### config.mk
export PLATFORM = sky130hd
export DESIGN_NAME = alu
export DESIGN_NICKNAME = d
export VERILOG_FILES = /design/src/rtl/alu.sv
export SDC_FILE = /design/constraint.sdc
export NUM_CORES = 1
export LEC_CHECK = 0
export BUFFER_PORTS_ARGS = -buffer_cell sky130_fd_sc_hd__clkbuf_2
export CORE_UTILIZATION = 35
export DETAILED_ROUTE_END_ITERATION = 16
export GPL_TIMING_DRIVEN = 0
export HOLD_SLACK_MARGIN = 0.03
export PLACE_DENSITY = 0.52
export REMOVE_ABC_BUFFERS = 1
export SLEW_MARGIN = 15
export SYNTH_ARGS = -nofsm -noshare
export SYNTH_HDL_FRONTEND = slang
export SYNTH_SLANG_ARGS = --single-unit
export TNS_END_PERCENT = 30
### constraint.sdc
create_clock -name clk -period 5.3 [get_ports clk]
set_input_delay 0 -clock clk [delete_from_list [all_inputs] [get_ports clk]]
set_output_delay 0 -clock clk [all_outputs]
set_load 0.01 [all_outputs]
### src/rtl/alu.sv
// 32-bit execute-stage ALU with a 1-cycle registered result.
// Defining ALU_FLAGS_EN adds registered zero and signed-overflow outputs.
module alu #(
    parameter int WIDTH = 32
) (
    input  logic             clk,
    input  logic             reset,
    input  logic [WIDTH-1:0] A,
    input  logic [WIDTH-1:0] B,
    input  logic [2:0]       ALUOp,
`ifdef ALU_FLAGS_EN
    output logic             zero,
    output logic             overflow,
`endif
    output logic [WIDTH-1:0] C
);

    localparam int SHW = $clog2(WIDTH);

    typedef enum logic [2:0] {
        OP_ADD = 3'b000,
        OP_SUB = 3'b001,
        OP_AND = 3'b010,
        OP_OR  = 3'b011,
        OP_SRL = 3'b100,
        OP_SRA = 3'b101,
        OP_XOR = 3'b110,
        OP_SLL = 3'b111
    } alu_op_e;

    // Only the low bits of B form the shift amount; the rest are ignored.
    logic [SHW-1:0]   shamt;
    logic [WIDTH-1:0] c_d, c_q;

    assign shamt = B[SHW-1:0];

    // NOTE: every always_comb output gets a default first so no path can infer a latch.
    always_comb begin
        c_d = '0;
        case (alu_op_e'(ALUOp))
            OP_ADD:  c_d = A + B;
            OP_SUB:  c_d = A - B;
            OP_AND:  c_d = A & B;
            OP_OR:   c_d = A | B;
            OP_SRL:  c_d = A >> shamt;
            OP_SRA:  c_d = WIDTH'($signed(A) >>> shamt);
            OP_XOR:  c_d = A ^ B;
            OP_SLL:  c_d = A << shamt;
            default: c_d = '0;
        endcase
    end

    // NOTE: state registers use non-blocking assignments so all flops update together.
    always_ff @(posedge clk) begin
        if (reset) c_q <= '0;
        else       c_q <= c_d;
    end

    assign C = c_q;

`ifdef ALU_FLAGS_EN
    logic zero_d, zero_q;
    logic overflow_d, overflow_q;

    // Overflow on ADD: same-sign operands, result sign flips.
    // Overflow on SUB: different-sign operands, result sign differs from A.
    always_comb begin
        zero_d     = (c_d == '0);
        overflow_d = 1'b0;
        case (alu_op_e'(ALUOp))
            OP_ADD:  overflow_d = (A[WIDTH-1] == B[WIDTH-1]) && (c_d[WIDTH-1] != A[WIDTH-1]);
            OP_SUB:  overflow_d = (A[WIDTH-1] != B[WIDTH-1]) && (c_d[WIDTH-1] != A[WIDTH-1]);
            default: overflow_d = 1'b0;
        endcase
    end

    always_ff @(posedge clk) begin
        if (reset) begin
            zero_q     <= 1'b0;
            overflow_q <= 1'b0;
        end else begin
            zero_q     <= zero_d;
            overflow_q <= overflow_d;
        end
    end

    assign zero     = zero_q;
    assign overflow = overflow_q;
`endif

endmodule

# [After elaboration in Yosys (flattened, before gate mapping)]
# Cells that the tools add are included.
# W data, S select, Z words.
[totals] register_bits=32 input_bits=69 output_inout_bits=32 elab_cells=18
[classes] addsub=2 n_eq_ne=7 n_shift=3 mux=1 n_bitwise=3 n_reduce_logical=1
[ops] cell="$pmux W32 S8" n=1
[ops] cell="$add A32 B32 Y32" n=1
[ops] cell="$and A32 B32 Y32" n=1
[ops] cell="$or A32 B32 Y32" n=1
[ops] cell="$shl A32 B5 Y32" n=1
[ops] cell="$shr A32 B5 Y32" n=1
[ops] cell="$sshr A32 B5 Y32" n=1
[ops] cell="$sub A32 B32 Y32" n=1
[ops] cell="$xor A32 B32 Y32" n=1
[ops] cell="$eq A3 B3 Y1 const B" n=4
[ops] cell="$eq A3 B2 Y1 const B" n=2
[ops] cell="$eq A3 B1 Y1 const B" n=1
[ops] cell="$logic_not A3 Y1" n=1

# [Longest topological paths before layout]
# Gate-level depths: netlist of run 1.
[depth] depth_word=2 mapped_depth=22 ltp_nobuf=18

# [Worst setup path before layout of run 1]
# Ideal clock, no wire load.
[synth_timing] path_type="input-to-reg" from="in B[1]" to="reg c_q[31] (netlist: C[31])" arrival_time_ps=3641 t_required_ps=5170 setup_slack_ps=1528 path_stages=22 path_buffers=4 cell_sequence="buf_4 > buf_4 > inv_1 > buf_2 > ha_1 > and3_1 > nand3_1 > nor2_1 > nand2_1 > nor3_1 > a21oi_1 > xnor2_1 > ha_1 > clkbuf_1 > a21o_1 > a21o_1 > a21oi_1 > a2bb2oi_1 > a31oi_1 > a211oi_1 > xor2_1 > o22ai_1"
[synth_between] elab_chain_cells=2 elab_cells_between_ends=6 classes_between="add/sub (2); shift (3); mux (1)"
[synth_rtl] element="start, declared" line_no="9" text="input logic [WIDTH-1:0] B,"
[synth_rtl] element="$sub A32 B32 Y32 (tied with other cells)" line_no="42" text="OP_SUB: c_d = A - B;"
[synth_rtl] element="$pmux W32 S8 (*)" line_no="40" text="case (alu_op_e'(ALUOp))"
[synth_rtl] element="end signal, assigned" line_no="55" text="if (reset) c_q <= '0;"
[synth_rtl] element="end signal, assigned" line_no="56" text="else c_q <= c_d;"
[synth_rtl] element="end, declared" line_no="33" text="logic [WIDTH-1:0] c_d, c_q;"
# Mark *: on every way between the ends. The rest lies on a longest branch, timed or not.
# A chain may end at the register's enable or synchronous reset.

# [Final worst setup path of run 1]
[layout_timing] from="in B[2]" to="reg c_q[31] (netlist: C[31])"
# The elaborated chain is that of the path after synthesis.

==> qor.yml, run 1 <==
status: "finished clean"
pre_cts_slack_ps: -436
async_flop_share_pct: 0
hold_depth: 6
ir_drop_uv: 105
clk_pin_slew_ps: 60
cts_buffers: 5
core-area_mm2: 0.0244
m1WireLength_um: 15000
drtAntennaViolNets: 0
die_w_um: 160
die_area_mm2: 0.0256
synth_area_mm2: 0.00875
p_clk_share_pct: 20.9
cts_hold_buf: 0
setup_tns_ps: 0
synthTopCellsByArea: "mux4_2 14%, ha_1 14%, dfxtp_1 7.3%"
place.gp.congestion: 0.980
cp-start-kind: "primary input"
p_int_mw: 0.868
cts_sinks: 32
rows: 57
power_frac_seq_pct: 17.0
fin_crit_ps: 4920
antennaDiodeCount: 0
switching_power_mw: 0.749
endpoint_kind: "flip-flop"
finalWorstSetupSlack_ps: 385
dpl.hpwl_um: 24700
synth_top_cell_by_area: "mux4_2"
swShare_pct: 46.3
top_layer: "met4"
largest_reg_flops: 32
hold_path_class: "in -> reg"
cts_setup_buffers: 0
wl_met2_um: 15200
cp.arrival_ps: 5060
setup-violations-final: 0
hold_viol_final: 0
ys_seq_elements: 32
clockBufferDepth: 2
io_buffers: 100
grt_overflow_total: 0
relSlewSlack_pct: 17.4
grt_usage_pct: 25.8
yosysMostFrequentCell: "nor2_1"
htreeDepth: 2
wl_per_cell_um: 22.9
yosys-top-cells-count: "127 x nor2_1, 97 x ha_1, 87 x a21oi_1, 78 x nand2_1, 74 x inv_1"
criticalPathCategory: "in -> reg"
cts_root_buf: "clkbuf_16"
drtIter0Drc: 765
drive_gt1_share_pct: 16.6
first_global_vias: 8270
yosysWarnings: 0
critPathMaxFanout: 49
grt_max_degree: 72
max_freq_mhz: 203
die_h_um: 160
crit_path_end: "C[31]"
routed-via-count: 9047
synth_cells: 1119
initial_core_util_pct: 35.9
syn_avg_cell_area_um2: 7.82
syn_to_final_growth_pct: 8.85
io_pins: 101
tightest_slew_ps: 1240
max_cap_viol_count: 0
antenna_found_initial: 0
drc_errors: 0
yosys_most_used_dff: "dfxtp_1"
wl_met3_um: 2380
crit_required_ps: 5450
register_area_um2: 641
viasPerCell: 6.17
first_pass_iters: 5
routed_wl_um: 33500
fillers: 2586
pwr-share-comb_pct: 62.1
p_leak_nw: 4.16
synth-edff-count: 0
critPathLaunch: "B[2]"
grt_pass1_wl_um: 50800
synth_top_area_share_pct: 14.2
powerDensity_mw_per_mm2: 170
fin_crit_sh_pct: 92.7
synth_cell_types: 72
nNetsFinal: 1309
maxSlewViolCount: 0
synth_seq_area_share_pct: 7.32
cts_tree: "yes"
multi_input_area_mm2: 0.00742
rsz0062_at_grt: "no"
stage by stage:
stage               total power [mW]  hold WS, ps  instances  area (um2)  utilization (%)
floorplan                      0.909         69.1       1029        8320                -
global placement                1.26          387       1453        9230             37.8
detailed placement              1.26          386       1458        9350             38.3
CTS                             1.61          302       1465        9510             39.0
global route                    1.72          339       1466        9520             39.0
finish                          1.62          304       1466        9520             39.0
layout make-up:
type | count | share of cell area (%)
clock buffers | 7 | 1.60
multi-input cells | 922 | 77.9
flip-flops and latches | 32 | 6.73
repair buffers | 105 | 6.46
inverters | 75 | 3.00
well taps | 324 | 4.26
repair inverters | 1 | 0.0525
cell families after synthesis:
logic type      after synthesis  synth area share [%]
simple gates                307                  15.8
xor+xnor                     54                  5.41
fa+ha+maj                    98                  14.1
compound gates              342                  25.9
buf+inv                     165                  8.12
flops                        32                  7.32
mux                         121                  23.3
metal layers:
metal  global-route usage (%)  up-vias
met5                        0        -
met4                     8.66        0
met3                     3.77       60
met2                     40.0      373
met1                     36.3     4394
li1                         -     4220
layout by cell type, fill, tap and decap left out, drive strengths merged, types with 18 or more instances in the layout:
| cell | count |
|---|---|
| a31oi | 19 |
| a211oi | 18 |
| nand2 | 78 |
| dfxtp | 32 |
| mux4 | 63 |
| clkbuf | 106 |
| xnor2 | 45 |
| a21oi | 88 |
| mux2i | 50 |
| inv | 73 |
| a21o | 24 |
| o22ai | 32 |
| ha | 97 |
| o21ai | 59 |
| nor3 | 19 |
| nor2 | 127 |
critical path: stages:
cell,delay (ps)
clkbuf_2,610
nor2_1,560
and3_1,390
nand3_1,160
nor2_1,410
nand2_1,240
nor3_2,460
a21oi_1,150
xnor2_1,160
ha_1,410
a21o_1,220
a21o_1,180
a21oi_1,240
a2bb2oi_1,180
a31oi_1,100
a211oi_1,300
xor2_1,170
o22ai_1,90
power groups by stage:
stage / Clock, mW / Sequential (mW) / Combinational, mW
2_1_floorplan: 0 / 0.296 / 0.613
3_3_place_gp: 0 / 0.281 / 0.978
3_5_place_dp: 0 / 0.281 / 0.984
4_1_cts: 0.345 / 0.276 / 0.990
5_1_grt: 0.358 / 0.278 / 1.09
6_report: 0.338 / 0.275 / 1.00
repair_timing:
item,CTS,global route
cloned,0,1
setup endpoints to repair,3,5
gates resized for setup,1,3
worst min-delay path by stage:
stage,end,start
global route,C[14],B[14]
finish,C[14],B[14]
floorplan,C[0],reset
CTS,C[14],B[14]
detailed placement,C[26],C[26]
global placement,C[20],C[20]
Power figures use the tool's default switching activity.
==> run 2, diff against run 1 <==
- CORE_UTILIZATION: 35 -> 32
- PLACE_DENSITY: 0.52 -> 0.49
==> run 2 against run 1 <==
Net effect:
- power up 2.5%
- worst hold slack better by 5.1 ps
- non-clock buffer count unchanged
- largest cell class unchanged
- sequential power about the same
- global-route usage down 1.2 points
- routed wire length up 3.9%
- die area up 9.3%
- clock power up 9.2%
- sequential share of layout area about the same
- cell count up 1.2%
- first-iteration DRC count down 6.3%
==> qor.yml, run 2 (synthesis results as in run 1) <==
drive_gt1_share_pct: 16.8  # +0.16 points
routed_wl_um: 34900  # +3.9%
rows: 60  # +5.3%
endpoint_kind: "flip-flop"
relSlewSlack_pct: 22.4  # +5.0 points
rsz0062_at_grt: "no"
drtIter0Drc: 717  # -6.3%
max_stage_delay_ps: 800  # +190 ps
io_pins: 101  # unchanged
htreeDepth: 2  # unchanged
swShare_pct: 46.1  # -0.18 points
clockBufferDepth: 2  # unchanged
cts_tree: "yes"
initial_core_util_pct: 32.6  # -3.3 points
drtAntennaViolNets: 0  # unchanged
pre_cts_slack_ps: -586  # -150 ps
io_buffers: 100  # unchanged
power_frac_seq_pct: 16.6  # -0.4 points
max_freq_mhz: 205  # +0.78%
core-area_mm2: 0.0269  # +10%
finalWorstSetupSlack_ps: 423  # +37.9 ps
fillers: 2911  # +13%
wl_per_cell_um: 23.5  # +2.7%
multi_input_area_mm2: 0.00742  # about the same
max_cap_viol_count: 0  # unchanged
nNetsFinal: 1309  # unchanged
cts_sinks: 32  # unchanged
cts_buffers: 5  # unchanged
routed-via-count: 9044  # -0.033%
mostFrequentLayoutCell: "nor2_1"
setup-violations-final: 0  # unchanged
viasPerCell: 6.09  # -1.2%
criticalPathCategory: "in -> reg"
crit_chain: "clkbuf_2 > clkinvlp_4 > and3_1 > nand3_1 > nor2_1 > a21oi_1 > xnor2_1 > ha_1 > a21oi_1 > o21ai_0 > nor3_1 > a21oi_2 > a2111oi_2 > a2bb2oi_1 > a2111oi_0 > a211o_1"
final_cell_mix: "126 x nor2_1, 97 x ha_1, 93 x clkbuf_2"
critPathMaxFanout: 47  # -4.1%
syn_to_final_growth_pct: 9.29
grt_usage_pct: 24.6  # -1.2 points
cts_hold_buf: 0  # unchanged
power_mw: 1.66  # +2.5%
hold_viol_final: 0  # unchanged
grt_overflow_total: 0  # unchanged
p_int_mw: 0.893  # +2.8%
cp-start-kind: "primary input"
pwr-share-comb_pct: 61.1  # -1.0 points
clk_pin_slew_ps: 70  # about the same
die_w_um: 167  # +4.5%
fin_crit_sh_pct: 92.0  # -0.72 points
path_common_cell: "a21oi_1"
cp.arrival_ps: 5060  # about the same
dpl.hpwl_um: 25900  # +4.5%
cts_root_buf: "clkbuf_16"
p_leak_nw: 4.17  # about the same
p_clk_share_pct: 22.3  # +1.4 points
die_h_um: 167  # +4.5%
drc_errors: 0  # unchanged
antenna_found_initial: 1  # +1
register_area_um2: 641  # unchanged
switching_power_mw: 0.764  # +2.1%
tightest_slew_ps: 1160  # -74.5 ps
first_pass_iters: 5  # unchanged
ir_drop_uv: 115  # +9.4%
hold_path_class: "in -> reg"
antennaDiodeCount: 0  # unchanged
crit_required_ps: 5480  # +30 ps
grt_max_degree: 72  # unchanged
die_area_mm2: 0.0280  # +9.3%
fin_crit_ps: 4880  # -37.9 ps
cts_setup_buffers: 0  # unchanged
first_global_vias: 8610  # +4.1%
largest_reg_flops: 32  # unchanged
powerDensity_mw_per_mm2: 173  # +2.0%
cp_slowest_cell: "clkbuf_2"
grt_pass1_wl_um: 52700  # +3.7%
maxSlewViolCount: 0  # unchanged
status: "finished clean"
place.gp.congestion: 0.926  # -5.6%
run 2: cell count changes in the layout (fill, tap and decap cells not counted), sizes merged:
| cell | before | now |
|---|---|---|
| clkbuf | 106 | 103 |
| buf | 6 | 7 |
| bufinv | 0 | 1 |
| clkinv | 1 | 2 |
| clkinvlp | 2 | 3 |
run 2: critical path: cells and delay by family:
kind,cells,cell delay (ps)
simple gates,4,1040
buf+inv,2,1440
fa+ha+maj,1,310
compound gates,8,2090
xor+xnor,1,140
run 2: timing repair:
action	4_1_cts	5_1_grt
pin swaps	0	0
resized for setup	2	3
endpoints found under the setup margin	7	6
gates cloned	0	1
run 2: stage by stage:
stage          hold WS, ps  cell area, um2  util [%]  cells  setup TNS [ps]
5_1_grt                360            9560      35.6   1484               0
6_report               309            9560      35.6   1484               0
3_5_place_dp           386            9370      34.9   1475           -3830
2_1_floorplan         69.1            8320         -   1029               0
4_1_cts                307            9550      35.5   1483               0
3_3_place_gp           388            9250      34.4   1470          -33440
run 2: power groups by stage:
| stage | logic (mW) | registers, mW | clock network [mW] |
|---|---|---|---|
| finish | 1.01 | 0.275 | 0.369 |
| global route | 1.10 | 0.278 | 0.382 |
| CTS | 1.00 | 0.275 | 0.377 |
| detailed placement | 0.996 | 0.280 | 0 |
| global placement | 0.988 | 0.280 | 0 |
| floorplan | 0.613 | 0.296 | 0 |
run 2: final cells by class:
type | instances | area share [%]
multi-input combinational | 922 | 77.6
sequential | 32 | 6.70
inverter | 75 | 2.98
clock buffer | 5 | 1.31
tap | 341 | 4.46
clock inverter | 3 | 0.445
timing repair inverter | 1 | 0.0523
timing repair buffer | 105 | 6.44
run 2: path summary, 6_finish.rpt:
| path | from | endpoint | slack, ps | cells past startpoint |
|---|---|---|---|---|
| min | B[14] | C[14] | 310 | 6 |
| max | B[4] | C[29] | 420 | 16 |
run 2: per-layer routing:
| layer | up-vias | share of wire (%) | track usage (%) |
|---|---|---|---|
| met5 | - | 0.037 | 0 |
| met2 | 304 | 46 | 39.7 |
| met3 | 43 | 6.2 | 3.99 |
| met1 | 4475 | 45 | 33.6 |
| li1 | 4220 | - | - |
| met4 | 2 | 2.6 | 7.38 |
==> run 3, diff against run 2 <==
- PLACE_DENSITY: 0.49 -> 0.51
- clock period: 5.3 -> 4.4 ns (I/O delays scaled with it)
==> run 3 against run 2 <==
Net effect:
- critical path depth rose by 1
- worst hold slack better by 5.9 ps
- cell count up 0.54%
- critical endpoint unchanged
==> qor.yml, run 3 (synthesis results as in run 1) <==
drtIter0Drc: 716  # -0.14%
place_area_mm2: 0.00937  # unchanged
grt_pass1_wl_um: 53500  # +1.4%
syn_to_final_growth_pct: 10.5
grt_max_degree: 72  # unchanged
cp.arrival_ps: 4290  # -770 ps
design_area_mm2: 0.00967  # +1.1%
htreeDepth: 2  # unchanged
routed-via-count: 9133  # +0.98%
drive_gt1_share_pct: 17.8  # +1.0 points
viasPerCell: 6.12  # +0.44%
final_util_pct: 36.0  # +0.38 points
initial_core_util_pct: 32.6  # unchanged
antenna_found_initial: 2  # +1
first_pass_iters: 5  # unchanged
fin_crit_sh_pct: 93.2
drc_errors: 0  # unchanged
relSlewSlack_pct: 24.0  # +1.6 points
critPathLaunch: "B[0]"
setup_tns_ps: 0  # unchanged
first_global_vias: 8657  # +0.55%
nNetsFinal: 1316  # +0.53%
cts_sinks: 32  # unchanged
fin_crit_ps: 4100
dpl.hpwl_um: 25700  # -0.59%
core-area_mm2: 0.0269  # unchanged
hold_viol_final: 0  # unchanged
powerDensity_mw_per_mm2: 208  # +20%
grt_usage_pct: 24.9  # +0.34 points
ir_drop_uv: 121  # +4.8%
cts_tree: "yes"
cts_buffers: 5  # unchanged
endpoint_kind: "flip-flop"
die_w_um: 167  # unchanged
largest_reg_flops: 32  # unchanged
io_buffers: 100  # unchanged
die_h_um: 167  # unchanged
cts_root_buf: "clkbuf_16"
max_freq_mhz: 244
hold_path_class: "in -> reg"
setup-violations-final: 0  # unchanged
max_cap_viol_count: 0  # unchanged
clockBufferDepth: 2  # unchanged
clk_pin_slew_ps: 60  # about the same
grt_overflow_total: 0  # unchanged
maxSlewViolCount: 0  # unchanged
final_cell_mix: "124 x nor2_1, 97 x ha_1, 92 x clkbuf_2"
status: "finished clean"
mostFrequentLayoutCell: "nor2_1"
p_leak_nw: 4.22  # +1.1%
tightest_slew_ps: 1140  # -24.3 ps
routed_wl_um: 35200  # +0.90%
rows: 60  # unchanged
cts_hold_buf: 0  # unchanged
criticalPathCategory: "in -> reg"
rsz0062_at_grt: "no"
wl_per_cell_um: 23.6  # +0.36%
hold_path.startpoint: "B[31]"
drtAntennaViolNets: 0  # unchanged
cp-start-kind: "primary input"
place.gp.congestion: 0.932  # +0.75%
io_pins: 101  # unchanged
die_area_mm2: 0.0280  # unchanged
crit_required_ps: 4590  # -890 ps
critPathMaxFanout: 31  # -34%
hold_depth: 5  # -1
==> run 3: cell types whose count changed in the layout (fill, tap and decap cells not counted), sizes merged <==
| cell | previous run | this run |
|---|---|---|
| buf | 7 | 13 |
| clkinvlp | 3 | 4 |
| diode | 0 | 1 |
| nor2 | 127 | 128 |
| inv | 73 | 72 |
==> run 3: power breakdown <==
group          leakage [nW]  total [mW]  switching (mW)  internal (mW)
clock network        0.0798       0.451           0.183          0.267
logic                  3.87        1.23           0.739          0.488
registers             0.266       0.332         0.00899          0.323
total                  4.22        2.01           0.931           1.08
==> run 3: final cells by class <==
type | instances | area (um2)
antenna | 1 | 2.50
timing repair buffer | 111 | 668
tap | 341 | 427
clock buffer | 5 | 125
sequential | 32 | 641
fill | 2848 | 17200
multi-input combinational | 923 | 7470
timing repair inverter | 1 | 5.00
clock inverter | 3 | 42.5
inverter | 75 | 289
==> run 3: path summary, 6_finish.rpt <==
path | to | slack [ps]
max | C[29] | 300
min | C[31] | 320
==> run 3: repair_timing <==
item	in CTS	in global routing
pin swaps	1	1
gates resized for setup	11	10
gates cloned	2	0
buffers inserted	3	3
setup endpoints to repair	23	8
==> run 3: per-layer routing <==
metal  global-route usage [%]  vias to the layer above  wire length [um]
met5                        0                        -                13
met4                     8.62                        2              1030
met1                     34.0                     4459             15700
met3                     3.33                       57              2360
li1                         -                     4244                 -
met2                     40.3                      371             16100
==> run 3: worst max-delay path, stage by stage <==
cell and delay, ps:
buf_4 410, inv_1 210, ha_1 280, and3_2 240, nand3_1 180, nor2_4 80, a41oi_1 250, xnor2_1 150
ha_1 310, a21oi_1 190, o21ai_0 130, nor3_1 310, a21oi_2 140, a2111oi_2 540, a2bb2oi_1 320, a2111oi_0 150
a211o_1 350
==> run 3: per-stage QoR <==
| stage | power (mW) | instances | hold WS (ps) | worst slack (ps) |
|---|---|---|---|---|
| after CTS | 2.00 | 1488 | 315 | 40.5 |
| final | 2.01 | 1492 | 315 | 300 |
| after detailed placement | 1.53 | 1475 | 385 | -1360 |
| after global placement | 1.53 | 1470 | 386 | -2580 |
| after floorplan | 1.09 | 1029 | 69.1 | 774 |
| after global routing | 2.13 | 1491 | 340 | 14.8 |
